--- src/rtl/gpio_periph_pkg.sv ---
// ============================================================================
//  Module   : gpio_periph_pkg
//  Purpose  : Shared sizes and the hex-to-7-segment encoding table.
//  Revision : 1.0
// ============================================================================
`default_nettype none

package gpio_periph_pkg;
   localparam int NUM_DIGITS = 8;
   localparam int SW_W       = 18;
   localparam int KEY_W      = 4;
   localparam int IDX_W      = $clog2(NUM_DIGITS);

   // Active-low {g,f,e,d,c,b,a}; element 15 (F) first, element 0 (0) last.
   localparam logic [15:0][6:0] SEG_TABLE = {
      7'h0E, 7'h06, 7'h21, 7'h46, 7'h03, 7'h08, 7'h10, 7'h00,
      7'h78, 7'h02, 7'h12, 7'h19, 7'h30, 7'h24, 7'h79, 7'h40
   };
endpackage

`default_nettype wire

--- src/rtl/gpio_periph_hex7seg.sv ---
// ============================================================================
//  Module   : hex7seg
//  Purpose  : Combinational nibble to active-low seven-segment decode.
//  Revision : 1.0
// ============================================================================
`default_nettype none

module hex7seg
   import gpio_periph_pkg::*;
(
   input  logic [3:0] nibble,
   output logic [6:0] seg_n
);
   always_comb begin
      seg_n = SEG_TABLE[nibble];
   end
endmodule

`default_nettype wire

--- src/rtl/gpio_periph.sv ---
// ============================================================================
//  Module   : gpio_periph
//  Purpose  : Switch/key input conditioning for the CPU plus a multiplexed
//             8-digit hex display of the CPU GPIO output word.
//  Revision : 1.0
// ============================================================================
`default_nettype none

module gpio_periph
   import gpio_periph_pkg::*;
#(
   parameter int DEBOUNCE_CYCLES = 500000,
   parameter int SCAN_DIV        = 50000
)(
   input  logic                  clk,
   input  logic                  rst,
   input  logic [SW_W-1:0]       sw,
   input  logic [KEY_W-1:0]      key_n,
   input  logic [31:0]           cpu_gpio_out,
   output logic [31:0]           cpu_gpio_in,
   output logic [6:0]            seg_n,
   output logic [NUM_DIGITS-1:0] dig_sel_n
);
   localparam int CNT_W   = $clog2(DEBOUNCE_CYCLES + 1);
   localparam int PRESC_W = (SCAN_DIV > 1) ? $clog2(SCAN_DIV) : 1;
   localparam logic [CNT_W-1:0]      CNT_LAST   = CNT_W'(DEBOUNCE_CYCLES - 1);
   localparam logic [PRESC_W-1:0]    PRESC_LAST = PRESC_W'(SCAN_DIV - 1);
   localparam logic [IDX_W-1:0]      IDX_LAST   = IDX_W'(NUM_DIGITS - 1);
   localparam logic [NUM_DIGITS-1:0] DIG_ONE    = NUM_DIGITS'(1);

   logic [SW_W-1:0]             sw_meta_q, sw_meta_d, sw_sync_q, sw_sync_d;
   logic [KEY_W-1:0]            key_meta_q, key_meta_d, key_sync_q, key_sync_d;
   logic [KEY_W-1:0]            key_stable_q, key_stable_d;
   logic [KEY_W-1:0][CNT_W-1:0] key_cnt_q, key_cnt_d;
   logic [31:0]                 cpu_gpio_in_q, cpu_gpio_in_d;
   logic [PRESC_W-1:0]          presc_q, presc_d;
   logic [IDX_W-1:0]            idx_q, idx_d;
   logic [31:0]                 snapshot_q, snapshot_d;
   logic                        first_q, first_d;
   logic [6:0]                  seg_n_q, seg_n_d;
   logic [NUM_DIGITS-1:0]       dig_sel_n_q, dig_sel_n_d;
   logic                        presc_wrap;
   logic [3:0]                  cur_nibble;
   logic [6:0]                  cur_seg_n;

   hex7seg u_hex7seg (
      .nibble (cur_nibble),
      .seg_n  (cur_seg_n)
   );

   always_comb begin
      sw_meta_d    = sw;
      sw_sync_d    = sw_meta_q;
      key_meta_d   = key_n;
      key_sync_d   = key_meta_q;
      key_stable_d = key_stable_q;
      key_cnt_d    = key_cnt_q;

      // A key must disagree with its stable value for DEBOUNCE_CYCLES
      // consecutive cycles; any agreeing cycle restarts the count.
      for (int i = 0; i < KEY_W; i++) begin
         if (key_sync_q[i] == key_stable_q[i]) begin
            key_cnt_d[i] = '0;
         end else if (key_cnt_q[i] == CNT_LAST) begin
            key_stable_d[i] = key_sync_q[i];
            key_cnt_d[i]    = '0;
         end else begin
            key_cnt_d[i] = key_cnt_q[i] + CNT_W'(1);
         end
      end

      cpu_gpio_in_d = {{(32 - KEY_W - SW_W){1'b0}}, ~key_stable_q, sw_sync_q};
   end

   always_comb begin
      presc_wrap = (presc_q == PRESC_LAST);
      presc_d    = presc_wrap ? '0 : presc_q + PRESC_W'(1);
      idx_d      = presc_wrap ? idx_q + IDX_W'(1) : idx_q;
      first_d    = 1'b0;

      // Snapshot only at frame boundaries so a frame never mixes two words.
      if (first_q || (presc_wrap && (idx_q == IDX_LAST))) begin
         snapshot_d = cpu_gpio_out;
      end else begin
         snapshot_d = snapshot_q;
      end

      cur_nibble = snapshot_q[{idx_q, 2'b00} +: 4];

      // The snapshot is not valid until the first post-reset clock loads it.
      if (first_q) begin
         seg_n_d     = 7'h7F;
         dig_sel_n_d = '1;
      end else begin
         seg_n_d     = cur_seg_n;
         dig_sel_n_d = ~(DIG_ONE << idx_q);
      end
   end

   always_ff @(posedge clk or negedge rst) begin
      if (!rst) begin
         sw_meta_q     <= '0;
         sw_sync_q     <= '0;
         key_meta_q    <= '1;
         key_sync_q    <= '1;
         key_stable_q  <= '1;
         key_cnt_q     <= '0;
         cpu_gpio_in_q <= '0;
         presc_q       <= '0;
         idx_q         <= '0;
         snapshot_q    <= '0;
         first_q       <= 1'b1;
         seg_n_q       <= 7'h7F;
         dig_sel_n_q   <= '1;
      end else begin
         sw_meta_q     <= sw_meta_d;
         sw_sync_q     <= sw_sync_d;
         key_meta_q    <= key_meta_d;
         key_sync_q    <= key_sync_d;
         key_stable_q  <= key_stable_d;
         key_cnt_q     <= key_cnt_d;
         cpu_gpio_in_q <= cpu_gpio_in_d;
         presc_q       <= presc_d;
         idx_q         <= idx_d;
         snapshot_q    <= snapshot_d;
         first_q       <= first_d;
         seg_n_q       <= seg_n_d;
         dig_sel_n_q   <= dig_sel_n_d;
      end
   end

   assign cpu_gpio_in = cpu_gpio_in_q;
   assign seg_n       = seg_n_q;
   assign dig_sel_n   = dig_sel_n_q;
endmodule

`default_nettype wire

--- config.mk ---
export PLATFORM = sky130hd
export DESIGN_NAME = gpio_periph
export DESIGN_NICKNAME = d
export VERILOG_FILES = /design/src/rtl/gpio_periph_pkg.sv /design/src/rtl/gpio_periph_hex7seg.sv /design/src/rtl/gpio_periph.sv
export SDC_FILE = /design/constraint.sdc
export NUM_CORES = 1
export LEC_CHECK = 0
export CORE_AREA = 5 5 138 140
export DETAILED_ROUTE_END_ITERATION = 6
export DIE_AREA = 0 0 143 145
export GPL_ROUTABILITY_DRIVEN = 0
export PLACE_DENSITY = 0.72
export SLEW_MARGIN = 15
export SYNTH_ARGS = -nofsm -noshare
export SYNTH_HDL_FRONTEND = slang
export SYNTH_SLANG_ARGS = --single-unit
--- constraint.sdc ---
create_clock -name clk -period 2.65 [get_ports clk]
set_clock_uncertainty 0.05 [all_clocks]
set_input_delay 0.53 -clock clk [delete_from_list [all_inputs] [get_ports clk]]
set_output_delay 0.53 -clock clk [all_outputs]
set_load 0.02 [all_outputs]
After elaboration in Yosys (flattened, before gate mapping)
Memories as Yosys holds them, arrays and structs flattened. Cells that the tools add are included.

Muxes and demuxes: 12. Shift-type cells: 2. Bitwise gates (word level): 6. Add/sub/neg operators: 6. Equal/unequal tests: 10. Reductions and logical operators: 6. $lt $le $gt $ge: 1.

Operator list (count): 19-bit 2-to-1 mux (8); 19-bit by 1-bit adder with 19-bit output, second input constant (4); 19-bit == test, second input constant (4); 32-bit by 6-bit variable part select with 4-bit output (1); 16-bit by 1-bit adder with 16-bit output, second input constant (1); 16-bit == test, second input constant (1); 16-bit 2-to-1 mux (1); 7-bit 2-to-1 mux (2); 8-bit 2-to-1 mux (1); 8-bit NOT (1); 2-bit AND reduction (4); 1-bit by 3-bit left shift with 8-bit output, first input constant (1); 4-bit by 5-bit < comparator with 1-bit output, second input constant (1); 1-bit == test (4); 1-bit NOT (4); 4-bit NOT (1); 3-bit by 1-bit adder with 3-bit output, second input constant (1); 3-bit == test, second input constant (1); 1-bit logical AND (1); 1-bit logical OR (1).

Input port bits: 56. Register bits after elaboration: 213. Output and inout bits: 47. Memories kept: 1. ROM bits: 112.

Memory list: (no name shown) (words 16, width 7, read ports 1, clocked after memory_dff 0, wr ports 0, RTL line gpio_periph_hex7seg.sv:15) `seg_n = SEG_TABLE[nibble];`.

Depth between registers and ports, before layout
Gate-level depths: netlist (run 1).

Depth in word-level cells: 4. Gate-level depth with buffers: 8. Gate-level depth less buffers: 7.

Hierarchy
A second synthesis (run 1) with hierarchy kept.

Cells, all modules: 727. Area, all modules: 9027.4 µm².

Modules (own cells, without submodules): gpio_periph (times used 1, cells an instance 695, seq. area each 5365.1 µm², area each 8752.1 µm²); hex7seg (times used 1, cells an instance 32, seq. area each 0.0 µm², area each 275.3 µm²).

Worst setup path after synthesis (run 1)
No wires, ideal clock.

Kind: reg2reg. From: reg presc_q[0]. To: reg snapshot_q[10]. Setup slack: 0.505 ns. Setup time: 0.125 ns. Clock period less this slack: 2.145 ns. Cell stages (with the launch flop): 9. Data arrival time: 1.970 ns. Buffers on the path: 2. Path through: dfrtp_1 -> ha_1 -> nand3_1 -> nor4_1 -> and3_1 -> clkbuf_1 -> a21oi_1 -> buf_2 -> mux2_2.

Word-level cells in the longest chain between the ends: 3.

Ends and longest elaborated chain: from (decl) (RTL line gpio_periph.sv:36) `logic [PRESC_W-1:0] presc_q, presc_d;`; from (signal assigned) (RTL line gpio_periph.sv:123) `presc_q <= presc_d;`; 16-bit == test (RTL line gpio_periph.sv:76) `presc_wrap = (presc_q == PRESC_LAST);`; 1-bit logical AND (RTL line gpio_periph.sv:82) `if (first_q || (presc_wrap && (idx_q == IDX_LAST))) begin`; 1-bit logical OR (RTL line gpio_periph.sv:82); to (signal assigned) (RTL line gpio_periph.sv:125) `snapshot_q <= snapshot_d;`; to (decl) (RTL line gpio_periph.sv:38) `logic [31:0] snapshot_q, snapshot_d;`.

Every way passes these cells. A chain may end at the register's enable or synchronous reset.

Worst setup path after layout (run 1)
From: reg idx_q[1]. To: reg seg_n_q[5], in the netlist seg_n[5].

Word-level cells in the longest chain between the ends: 4.

Ends and longest elaborated chain: from (decl) (RTL line gpio_periph.sv:37) `logic [IDX_W-1:0] idx_q, idx_d;`; from (signal assigned) (RTL line gpio_periph.sv:124) `idx_q <= idx_d;`; 32-bit by 6-bit variable part select with 4-bit output (RTL line gpio_periph.sv:88) `cur_nibble = snapshot_q[{idx_q, 2'b00} +: 4];`; memory 16 x 7 bit; 7-bit 2-to-1 mux (not written as such) (RTL line gpio_periph_hex7seg.sv:15); 7-bit 2-to-1 mux (RTL line gpio_periph.sv:91) `if (first_q) begin`; net seg_n_d[5] (RTL line gpio_periph.sv:40) `logic [6:0] seg_n_q, seg_n_d;`; to (signal assigned) (RTL line gpio_periph.sv:127) `seg_n_q <= seg_n_d;`; to (decl) (RTL line gpio_periph.sv:40).

The timed path passes the listed nets, and every way through them passes these cells. The select of a mux whose other input is x is not followed.

==> results by group, run 1 <==
Cells and area
  – P&R area growth vs syn: 21.4%
  – Layout cell share with drive strength beyond 1: roughly an eighth
  – Design Area, Final: ~10000 um2
  – ANT cells: 0
  – Nets: 888
  – Area of the multi-input gates: 3070 um2
  – Number of fill cells in the layout: 1371
  – Seq. cell area: ~5400 um2

Setup path
  – Crit path cell chain: mux4_2 -> mux2_2 -> inv_1 -> ha_1 -> nand2_1 -> a21boi_0 -> o21ai_0
  – CP required: 3.01 ns
  – Crit-path max FO: 9
  – Worst path max stage delay: 0.58 ns
  – CP max-delay cell: dfrtp_1
  – R2R Setup Slk: 0.26 ns
  – Reg2reg end: seg_n[5]
  – Critical Path Sink: seg_n[5]
  – R2r startpoint: idx_q[1]
  – Worst path arrival time: about 2.8 ns
  – Worst Path Class, Setup: register to register
  – Worst reg-to-reg path cell count: 7
  – CP endpoint kind: register
  – Startpoint Class: register
  – Critical Path Start: idx_q[1]

Power and ir drop
  – Power per cell area: 646 nW/um2
  – Lkg Pwr: 4.37 nW
  – Worst VDD drop: 531 uV

Yosys
  – Area share of the largest cell type after synthesis: 53.7%
  – Most frequent cell after synthesis: dfrtp_1
  – Most instantiated cells after synthesis: dfrtp_1 (185), nor2_1 (111), xnor2_1 (50)
  – Synth Cell Area: between 8000 and 9000 um2
  – Area leader, netlist: dfrtp_1
  – Post-synth EDFFs: 0
  – Avg Inst Size Synth: between 10 and 15 um2
  – Synth area leaders: dfrtp_1 (54%), dfstp_2 (8.5%), xnor2_1 (5.1%)
  – Total number of yosys warnings: 0
  – Main synth FF type: dfrtp_1
  – Unique masters post-synth: 42
  – Sequential fraction of the synthesis area: between 60 and 70%
  – Post-Syn Instances: 712
  – Async SR Flop Fraction: 100%
  – #FFs+latches synth: ~210

Run status
  – Status: complete, no violations

Timing
  – Headroom to the max-slew limit: 48.4%
  – Hold Vio Cnt, Final: 0
  – Peak Freq: roughly 0.42 GHz
  – Setup TNS: 0 ns
  – Fin crit period: 2.39 ns
  – Worst-margin pin slew: 0.767 ns
  – Fin crit share: 90.3%
  – Slew Viols, Final: 0
  – RSZ-0062 raised after global routing: no
  – Setup Viol. Count Final: 0

Drt
  – Initial drt markers: slightly below 400
  – Vias/cell: approximately 5
  – Routed Antenna Nets: 0
  – DRC Markers: 0
  – Vias: roughly 5300
  – Routed length per instance: 15.1 um
  – DR pass1 iterations: 5
  – Final WL: 16000 um

Global route
  – First-pass GRT wire length: 27800 um
  – Total grt overflow: 0
  – Pin count of the biggest net entering global routing: 83
  – All-Layer GR Usage: 15.9%
  – Initial antenna violation count: 0
  – Vias in the first global route: 5661

CTS
  – CTS tree: built
  – H-tree Lvls: 1
  – Clk sinks: 213
  – Buffer depth of the longest clock path: 3
  – Hold_buf cts: 0
  – Clk pin slew, worst setup/hold paths: 0.06 ns
  – Setup Buffers After CTS: 0
  – Clk_lat worst skew: just under 0.5 ns
  – CTS buffer count: 22
  – CTS resizes: 0
  – Clock root buffer: clkbuf_16

Floorplanning
  – Io pins: 103
  – Total Die Area: 20700 um2
  – Initial Utilization: 48.7%
  – Core Region: 17700 um2
  – Die width: 143 um
  – Die extent in y: 145 um
  – Site Rows: 49

Place
  – Port Buffers: between 90 and 100
  – Area after DPL: 9810 um2
  – Final HPWL DP: between 10000 and 15000 um

Flow run
  – Max Cap Violations: 0

Hold path
  – Worst hold path type: input port to async pin
[state kept, by name, summed over array words and instances, names as in the netlist]
signal and cells:
cpu_gpio_in 22, dig_sel_n 8, first_q 1, idx_q 3, key_cnt_q 76, key_meta_q 4
key_stable_q 4, key_sync_q 4, presc_q 16, seg_n 7, snapshot_q 32, sw_meta_q 18
sw_sync_q 18
[layer usage]
layer | global-route usage, % | up-vias | share of wire [%]
met5 | 0 | - | 0
met4 | 4.37 | 0 | 2.2
met3 | 3.39 | 27 | 4.8
met2 | 25.3 | 109 | 48
met1 | 22.3 | 2618 | 45
li1 | - | 2580 | -
[cell type report]
class / count / area share [%]
multi-input combinational: 460 / 29.3
timing repair buffer: 98 / 9.62
clock inverter: 4 / 0.191
sequential: 213 / 51.2
tap: 229 / 2.74
clock buffer: 36 / 6.15
inverter: 21 / 0.753
[logic make-up (layout without fill, tap and decap cells)]
logic type / after synthesis / count (layout) / synth area share (%)
AO/OA/AOI/OAI: 23 / 23 / 1.57
XOR/XNOR: 87 / 87 / 8.83
adder cells (fa/ha/maj): 16 / 16 / 2.32
buffers and inverters: 49 / 159 / 2.73
flip-flops: 213 / 213 / 62.2
multiplexers: 49 / 49 / 7.11
other: 1 / 11 / 0.0435
AND/OR/NAND/NOR: 274 / 274 / 15.2
[stage by stage]
step | utilization, % | power, mW | std cells | setup slack, ns | hold WS (ns)
floorplan | - | 3.74 | 722 | 0.505 | 0.184
global placement | 55.3 | 3.98 | 1021 | 0.416 | 0.281
detailed placement | 55.3 | 4.01 | 1021 | 0.279 | 0.285
CTS | 59.1 | 6.86 | 1061 | 0.267 | 0.0614
global route | 59.1 | 7.07 | 1061 | 0.105 | 0.0834
finish | 59.1 | 6.77 | 1061 | 0.256 | 0.0394
[layout by cell type (no fill, tap or decap), types with 23 or more instances in the layout]
cell               n
xor2_1            37
xnor2_1           50
mux2_2            34
clkbuf_16         23
nand3_1           36
nor2_1           111
nand2_1           42
dfrtp_1          185
dfstp_2           28
clkdlybuf4s50_1   91
[worst min path at each step]
stage | start | endpoint | slack, ns | cells after the start
2_1_floorplan | rst | cpu_gpio_in[0] | 0.18 | 0
3_3_place_gp | sw_sync_q[14] | cpu_gpio_in[14] | 0.28 | 0
3_5_place_dp | sw_meta_q[9] | sw_sync_q[9] | 0.28 | 0
4_1_cts | rst | key_cnt_q[73] | 0.06 | 1
5_1_grt | rst | key_cnt_q[73] | 0.08 | 1
6_report | rst | key_cnt_q[73] | 0.04 | 1
[power breakdown]
part	internal, mW	total [mW]	switching [mW]	leakage, nW
Clock	1.66	2.82	1.16	0.326
Combinational	0.238	0.480	0.242	1.41
Sequential	3.40	3.47	0.0681	2.63
[critical path: cells and delay by family (launching register included)]
family | cells | cell delay [ns]
buf+inv | 1 | 0.14
simple gates | 1 | 0.09
mux | 2 | 0.87
fa+ha+maj | 1 | 0.26
compound gates | 2 | 0.33
flops | 1 | 0.58
(Power assumes the default switching activity.)
==> inputs of run 2 (changes only) <==
--- a/config.mk
+++ b/config.mk
@@ -5,11 +5,11 @@
 export SDC_FILE = /design/constraint.sdc
 export NUM_CORES = 1
 export LEC_CHECK = 0
-export CORE_AREA = 5 5 138 140
+export CORE_AREA = 5 5 132 134
 export DETAILED_ROUTE_END_ITERATION = 6
-export DIE_AREA = 0 0 143 145
+export DIE_AREA = 0 0 137 139
 export GPL_ROUTABILITY_DRIVEN = 0
-export PLACE_DENSITY = 0.72
+export PLACE_DENSITY = 0.77
 export SLEW_MARGIN = 15
 export SYNTH_ARGS = -nofsm -noshare
 export SYNTH_HDL_FRONTEND = slang
==> run 2 against run 1 <==
  * Setup slack worse by 0.078 ns
  * Combinational power about the same
  * Cell count is 0.57% lower
  * Sequential power is essentially flat
  * First-iteration DRC count decreased by 22%
  * Clock power rose by 18%
  * Critical path type unchanged
  * Largest power group unchanged
  * Highest routed layer unchanged
==> results by group, run 2 (same netlist as run 1, synthesis figures left out) <==
Run status
  – Status: complete, no violations

Cells and area
  – P&R area growth vs syn: 22.9%
  – Most common cell after layout, fill and taps aside: dfrtp_1
  – Commonest non-fill, non-tap cells in the layout: dfrtp_1 (185), nor2_1 (111), clkdlybuf4s50_1 (91), xnor2_1 (50), nand2_1 (42)
  – Max reg flops: 76
  – ANT cells: 0
  – Final core occ: 65.6%
  – Most flop-heavy register: key_cnt_q
  – Nets: slightly below 900
  – Final cell count without fillers: 1055
  – Layout cell share with drive strength beyond 1: 14.3%
  – Number of fill cells in the layout: about 1200

CTS
  – Clk_lat worst skew: 0.50 ns
  – CTS tree: built
  – Hold_buf cts: 1
  – Clk sinks: 213
  – CTS buffer count: 23
  – Clk pin slew, worst setup/hold paths: approximately 0.060 ns
  – H-tree Lvls: 1
  – Setup Buffers After CTS: 0
  – Clock root buffer: clkbuf_16
  – Buffer depth of the longest clock path: 3
  – CTS resizes: 0

Power and ir drop
  – Power per cell area: 687 nW/um2
  – Lkg Pwr: 4.45 nW
  – Worst VDD drop: 493 uV

Setup path
  – Crit path cell chain: mux4_2 -> mux2_2 -> inv_1 -> ha_1 -> nand2_1 -> a21boi_0 -> o21ai_0
  – Crit-path max FO: 9
  – Worst path max stage delay: 0.57 ns
  – Delay-heaviest family, CP: multiplexers
  – CP max-delay cell: dfrtp_1
  – Worst Path Class, Setup: register to register
  – CP endpoint kind: register
  – Worst path arrival time: 2.83 ns
  – CP required: 3.01 ns
  – Startpoint Class: register
  – Worst path bufs/invs: 1

Timing
  – Fin crit share: between 90% and 100%
  – Slew Viols, Final: 0
  – Setup Viol. Count Final: 0
  – Hold Vio Cnt, Final: 0
  – Worst-margin pin slew: 0.865 ns
  – Setup TNS: 0 ns
  – RSZ-0062 raised after global routing: no
  – Peak Freq: 0.405 GHz
  – Headroom to the max-slew limit: about two fifths
  – Fin crit period: 2.47 ns

Drt
  – Vias: 5520
  – Routed Antenna Nets: 0
  – Final WL: about 17000 um
  – Vias/cell: 5.23
  – DR pass1 iterations: 4
  – DRC Markers: 0
  – Initial drt markers: 305
  – Routed length per instance: 15.7 um

Global route
  – Pin count of the biggest net entering global routing: 57
  – Initial antenna violation count: 0
  – All-Layer GR Usage: 17.9%
  – First-pass GRT wire length: between 20000 and 30000 um
  – Vias in the first global route: between 5000 and 6000
  – Total grt overflow: 0

Floorplanning
  – Core Region: between 15000 and 20000 um2
  – Die extent in y: 139 um
  – Site Rows: 47
  – Io pins: slightly above 100
  – Total Die Area: 19000 um2
  – Die width: 137 um
  – Initial Utilization: 53.4%

Hold path
  – Worst hold path type: register to register

Flow run
  – Max Cap Violations: 0

Place
  – Port Buffers: 92
  – Final HPWL DP: 11300 um
  – Placed Cells: around 1000
## run 2: cell types whose count changed in the layout (fill, tap and decap cells not counted)
| cell | change |
|---|---|
| dlygate4sd3_1 | +1 |
| inv_6 | +2 |
| clkbuf_8 | +2 |
| buf_4 | +2 |
| buf_12 | -1 |
| bufinv_16 | +4 |
| clkbuf_1 | -7 |
## run 2: area by class of cell
| cell class | instances | area (um2) | area share, % |
|---|---|---|---|
| sequential | 213 | 5370 | 50.6 |
| multi-input combinational | 460 | 3070 | 28.9 |
| timing repair buffer | 100 | 1010 | 9.55 |
| clock buffer | 31 | 646 | 6.09 |
| tap | 220 | 275 | 2.60 |
| clock inverter | 10 | 158 | 1.49 |
| inverter | 21 | 78.8 | 0.743 |
## run 2: path summary, 6_finish.rpt
check,from,cells past startpoint,to,slack [ns]
worst max register to register,idx_q[1],7,seg_n[5],0.18
worst max-delay path,idx_q[1],7,seg_n[5],0.18
min in group asynchronous,rst,2,key_cnt_q[71],0.51
worst min-delay path,sw_sync_q[17],0,cpu_gpio_in[17],0.29
worst min register to register,sw_sync_q[17],0,cpu_gpio_in[17],0.29
max in group asynchronous,rst,3,key_sync_q[2],1.27
## run 2: layer usage
metal,routed length [um],vias up,global-route usage (%)
met1,7060,2752,24.2
met4,411,0,5.41
met2,8330,140,30.0
met3,776,35,2.87
met5,0,-,0
li1,-,2593,-
## run 2: power breakdown
group	switching (mW)	leakage, nW	total, mW	internal (mW)
combinational	0.245	1.41	0.483	0.238
sequential	0.0702	2.63	3.47	3.40
clock	1.23	0.398	3.33	2.10
## run 2: metrics by stage
| step | setup WS, ns | area (um2) | hold slack (ns) | total power, mW |
|---|---|---|---|---|
| after floorplan | 0.505 | 8670 | 0.184 | 3.74 |
| after global placement | 0.406 | 9790 | 0.282 | 3.99 |
| after detailed placement | 0.277 | 9790 | 0.286 | 4.01 |
| after CTS | 0.185 | 10600 | 0.295 | 7.38 |
| after global routing | 0.00566 | 10600 | 0.304 | 7.58 |
| final | 0.178 | 10600 | 0.294 | 7.28 |
==> inputs of run 3 (changes only) <==
--- a/config.mk
+++ b/config.mk
@@ -5,9 +5,9 @@
 export SDC_FILE = /design/constraint.sdc
 export NUM_CORES = 1
 export LEC_CHECK = 0
-export CORE_AREA = 5 5 132 134
+export CORE_AREA = 2 2 129 131
 export DETAILED_ROUTE_END_ITERATION = 6
-export DIE_AREA = 0 0 137 139
+export DIE_AREA = 0 0 131 133
 export GPL_ROUTABILITY_DRIVEN = 0
 export PLACE_DENSITY = 0.77
 export SLEW_MARGIN = 15
==> run 3 against run 2 <==
  * Wire length shrank 4.9%
  * Combinational power is essentially flat
  * Critical path depth shrank 2
  * Setup slack gained 0.060 ns
  * Cell count is essentially flat
  * Clock-buffer cell count grew 6
  * First-iteration DRC count shrank 3.3%
  * Final area shrank 0.52%
  * Fmax grew 2.5%
  * Via count is the same
==> results by group, run 3 (same netlist as run 1, synthesis figures left out) <==
Run status
  – Status: complete, no violations

CTS
  – CTS resizes: 0
  – Buffer depth of the longest clock path: 3
  – Clk sinks: 213
  – H-tree Lvls: 1
  – Clk pin slew, worst setup/hold paths: 0.06 ns
  – Clk_lat worst skew: 0.50 ns
  – CTS buffer count: 22
  – CTS tree: built
  – Setup Buffers After CTS: 0
  – Clock root buffer: clkbuf_16

Floorplanning
  – Core Region: approximately 16000 um2
  – Initial Utilization: between 50 and 60%
  – Die width: 131 um
  – Total Die Area: 17400 um2
  – Site Rows: 47
  – Die extent in y: 133 um
  – Io pins: 103

Setup path
  – CP endpoint kind: register
  – Worst reg-to-reg path cell count: 5
  – CP required: 3.02 ns
  – R2R Setup Slk: 0.24 ns
  – Startpoint Class: register
  – Worst path arrival time: about 2.8 ns
  – R2r startpoint: idx_q[1]
  – Reg2reg end: seg_n[0]
  – Worst Path Class, Setup: register to register
  – Crit-path max FO: 14

Timing
  – Slew Viols, Final: 0
  – Worst-margin pin slew: 0.706 ns
  – Hold Vio Cnt, Final: 0
  – Peak Freq: 0.415 GHz
  – Fin crit period: approximately 2.4 ns
  – Setup Viol. Count Final: 0
  – Final worst slack: 0.238 ns
  – RSZ-0062 raised after global routing: no
  – Fin crit share: 91.0%
  – Setup TNS: 0 ns
  – Headroom to the max-slew limit: a little over half

Power and ir drop
  – Worst VDD drop: approximately 540 uV
  – Power per cell area: approximately 660 nW/um2
  – Total chip power: 7.01 mW
  – Lkg Pwr: 4.41 nW

Drt
  – Routed Antenna Nets: 0
  – Vias/cell: around 5.2
  – Vias: around 5500
  – Routed length per instance: 15.0 um
  – Initial drt markers: 295
  – DRC Markers: 0
  – Final WL: 15800 um
  – DR pass1 iterations: 4

Cells and area
  – Area of the multi-input gates: 3070 um2
  – Number of fill cells in the layout: 1176
  – Max reg flops: 76
  – Commonest non-fill, non-tap cells in the layout: dfrtp_1 (185), nor2_1 (111), clkdlybuf4s50_1 (91), xnor2_1 (50), nand2_1 (42)
  – ANT cells: 0
  – P&R area growth vs syn: 22.3%
  – Layout cell share with drive strength beyond 1: 13.8%
  – Most flop-heavy register: key_cnt_q
  – Seq. cell area: roughly 5400 um2
  – Nets: 890
  – Most common cell after layout, fill and taps aside: dfrtp_1

Place
  – Port Buffers: 92
  – Worst slack at placement: 0.260 ns
  – Final HPWL DP: 10700 um

Global route
  – GRT Max-Usage Layer: met2
  – First-pass GRT wire length: around 27000 um
  – Pin count of the biggest net entering global routing: 68
  – All-Layer GR Usage: 18.9%
  – Initial antenna violation count: 0
  – Met1 GRT Util: 25.3%
  – Met2 GRT Util: 31.5%
  – GRT met3 Usage: under 10%
  – Total grt overflow: 0
  – Vias in the first global route: around 5700

Hold path
  – Hold Path Depth: 0
  – Worst hold path type: register to register
  – Hold Crit Start: sw_meta_q[4]
  – Worst Hold End: sw_sync_q[4]

Flow run
  – Max Cap Violations: 0
## run 3: changes by cell type in the layout (fill, tap and decap cells not counted)
| cell | change |
|---|---|
| inv_6 | -2 |
| clkinv_8 | +1 |
| clkbuf_1 | +3 |
| clkbuf_16 | +2 |
| inv_4 | +1 |
| bufinv_16 | -4 |
| clkbuf_8 | +1 |
| clkinv_2 | -3 |
## run 3: routing by layer
layer | part of all wire (%) | vias to the layer above
met4 | 3.0 | 0
li1 | - | 2587
met1 | 43 | 2758
met5 | 0 | -
met2 | 51 | 136
met3 | 3.6 | 39
## run 3: cell type report
type                            instances  area share (%)
Inverter                               21           0.747
Clock buffer                           37            6.83
Multi-Input combinational cell        460            29.1
Clock inverter                          3           0.261
Timing Repair Buffer                  100            9.60
Sequential cell                       213            50.9
Tap cell                              220            2.61
## run 3: worst max path at each step
| stage | from | to | slack, ns | cells past startpoint |
|---|---|---|---|---|
| floorplan | presc_q[0] | snapshot_q[10] | 0.50 | 8 |
| global placement | idx_q[1] | seg_n[5] | 0.39 | 7 |
| detailed placement | idx_q[1] | seg_n[0] | 0.26 | 5 |
| CTS | idx_q[1] | seg_n[0] | 0.23 | 5 |
| global route | idx_q[1] | seg_n[0] | 0.03 | 5 |
| finish | idx_q[1] | seg_n[0] | 0.24 | 5 |
## run 3: what timing repair did
action,CTS,global route
setup endpoints to repair,0,0
hold buffers,1,0
hold endpoints to repair,47,0
## run 3: where the power goes
part / total [mW] / internal [mW] / switching, mW
Clock: 3.06 / 1.86 / 1.20
Combinational: 0.480 / 0.237 / 0.243
Sequential: 3.47 / 3.40 / 0.0696
Total: 7.01 / 5.49 / 1.52
## run 3: through the flow
step	hold slack (ns)	cells	utilization, %	cell area [um2]
after floorplan	0.184	722	-	8670
after global placement	0.282	1013	60.5	9790
after detailed placement	0.285	1013	60.5	9790
after CTS	0.298	1054	65.2	10500
after global routing	0.301	1054	65.2	10500
final	0.295	1054	65.2	10500
## run 3: worst max-delay path, stage by stage, from the launching register on
cell and delay [ns]:
dfrtp_1 0.59, clkinv_1 0.34, nand3_1 0.15, nand4_1 0.48
or4_1 0.59, o311a_1 0.13
==> RTL edit, RTL diff (config.mk and constraints of run 3) <==
The output `cpu_gpio_in` loses its register stage (`cpu_gpio_in_q` becomes a continuous assignment).
--- a/src/rtl/gpio_periph.sv
+++ b/src/rtl/gpio_periph.sv
@@ -106,5 +106,4 @@
          key_stable_q  <= '1;
          key_cnt_q     <= '0;
-         cpu_gpio_in_q <= '0;
          presc_q       <= '0;
          idx_q         <= '0;
@@ -120,5 +119,4 @@
          key_stable_q  <= key_stable_d;
          key_cnt_q     <= key_cnt_d;
-         cpu_gpio_in_q <= cpu_gpio_in_d;
          presc_q       <= presc_d;
          idx_q         <= idx_d;
@@ -130,4 +128,6 @@
    end
 
+   assign cpu_gpio_in_q = cpu_gpio_in_d;
+
    assign cpu_gpio_in = cpu_gpio_in_q;
    assign seg_n       = seg_n_q;
Behaviour: not the same (a bounded check fails within 4 cycles, from zero or initial values and one cycle with rst low).
==> RTL edit against run 3 <==
- maximum frequency grew 1.1%
- routed wire length fell by 2.9%
- sequential power fell by 11%
- via count shrank 3.7%
- worst hold slack worse by 4.6 ps
- count of clock-buffer cells in the layout fell by 19
- non-clock buffer count shrank 2
- cell area down 7.0%
- area after synthesis shrank 6.4%
- setup slack better by 27 ps
- power decreased by 14%
- sequential cell count down 22
- largest cell class unchanged
==> RTL edit: results <==
export IMPL_crit_end="seg_n[5]$_DFF_PN1_"
export IMPL_syn_area_per_cell_um2=11.7
export IMPL_wl_mm=15.3
export IMPL_clockBufferDepth=2
export IMPL_met2_usage_pct=31.3
export IMPL_gr_usage_met1_pct=23.6
export IMPL_synth_mux_area_share_pct=7.59
export IMPL_clk_share_pct=5.83
export IMPL_r2r_end="seg_n[5]$_DFF_PN1_"
export IMPL_top_layer="met5"
export IMPL_cp_top_family="multiplexers"
export IMPL_fin_nets=861
export IMPL_n_antenna_cell=1
export IMPL_crit_arrival_ps=2690
export IMPL_status="complete, no violations"
export IMPL_num_fill_cells=1258
export IMPL_final_util_pct=60.7
export IMPL_grt_antenna_before_repair=2
export IMPL_power_leakage_nw=4.05
export IMPL_pre_cts_ws_ps=285
export IMPL_netlist_top_cells_area="dfrtp_1 (50%), dfstp_2 (9.1%), xnor2_1 (5.4%)"
export IMPL_n_clock_buffer=18
export IMPL_buffers=98
export IMPL_dp_cells=989
export IMPL_finalPower_mw=6.03
export IMPL_seq_area_um2=4810
export IMPL_yosysSeqAreaShare_pct=59.6
export IMPL_wl_per_cell_um=15.0
export IMPL_max_vdd_ir_drop_mv=0.417
export IMPL_track_usage_pct=19.0
export IMPL_synthXorXnorAreaFrac_pct=9.43
export IMPL_grt_busiest_layer="met2"
export IMPL_p_clk_share_pct=40.6
export IMPL_multi_input_cells=460
export IMPL_cts_buffers=17
export IMPL_use_met3_pct=5.98
export IMPL_ys_ff_latch=191
export IMPL_layout_drive_gt1_share_pct=13.8
export IMPL_vias=5317
export IMPL_grt_pass1_vias=5479
export IMPL_max_slew_margin_pct=47.1
export IMPL_route_met2_wl_mm=7.78
export IMPL_grt_max_degree=76
export IMPL_htree_levels=4
export IMPL_buf_share_pct=10.2
export IMPL_wl_met3_um=801
export IMPL_critPathMaxFanout=9
export IMPL_seq_power_mw=3.10
export IMPL_switching_share_pct=23.5
export IMPL_place_area_um2=9230
export IMPL_place_hpwl_mm=10.6
export IMPL_max_freq_ghz=0.419
export IMPL_r2r_cells=7
export IMPL_r2r_slack_ps=270
export IMPL_yosys_top_cells_count="dfrtp_1 (163), nor2_1 (111), xnor2_1 (50)"
export IMPL_synthAdderAreaFrac_pct=2.48
export IMPL_clkLatencyLatePin_ps=430
export IMPL_synth_compound_area_share_pct=1.67
export IMPL_drt_iter0_drc=344
export IMPL_ys_warn_count=0
RTL edit: worst min path at each step:
stage                      startpoint                endpoint  slack (ps)  cells after the start
4_1_cts        sw_meta_q[1]$_DFF_PN0_  sw_sync_q[1]$_DFF_PN0_         290                      0
6_report       sw_meta_q[1]$_DFF_PN0_  sw_sync_q[1]$_DFF_PN0_         290                      0
3_3_place_gp   sw_meta_q[6]$_DFF_PN0_  sw_sync_q[6]$_DFF_PN0_         280                      0
2_1_floorplan                     rst    idx_q[0]$_DFFE_PN0N_         180                      0
3_5_place_dp   sw_meta_q[1]$_DFF_PN0_  sw_sync_q[1]$_DFF_PN0_         280                      0
5_1_grt        sw_meta_q[1]$_DFF_PN0_  sw_sync_q[1]$_DFF_PN0_         300                      0
RTL edit: worst register-to-register path: stages, from the launching register on:
cell and delay (ps):
dfrtp_1 590, mux4_2 570, mux2_2 320, inv_1 140
ha_1 260, nand2_1 90, a21boi_0 120, o21ai_0 180
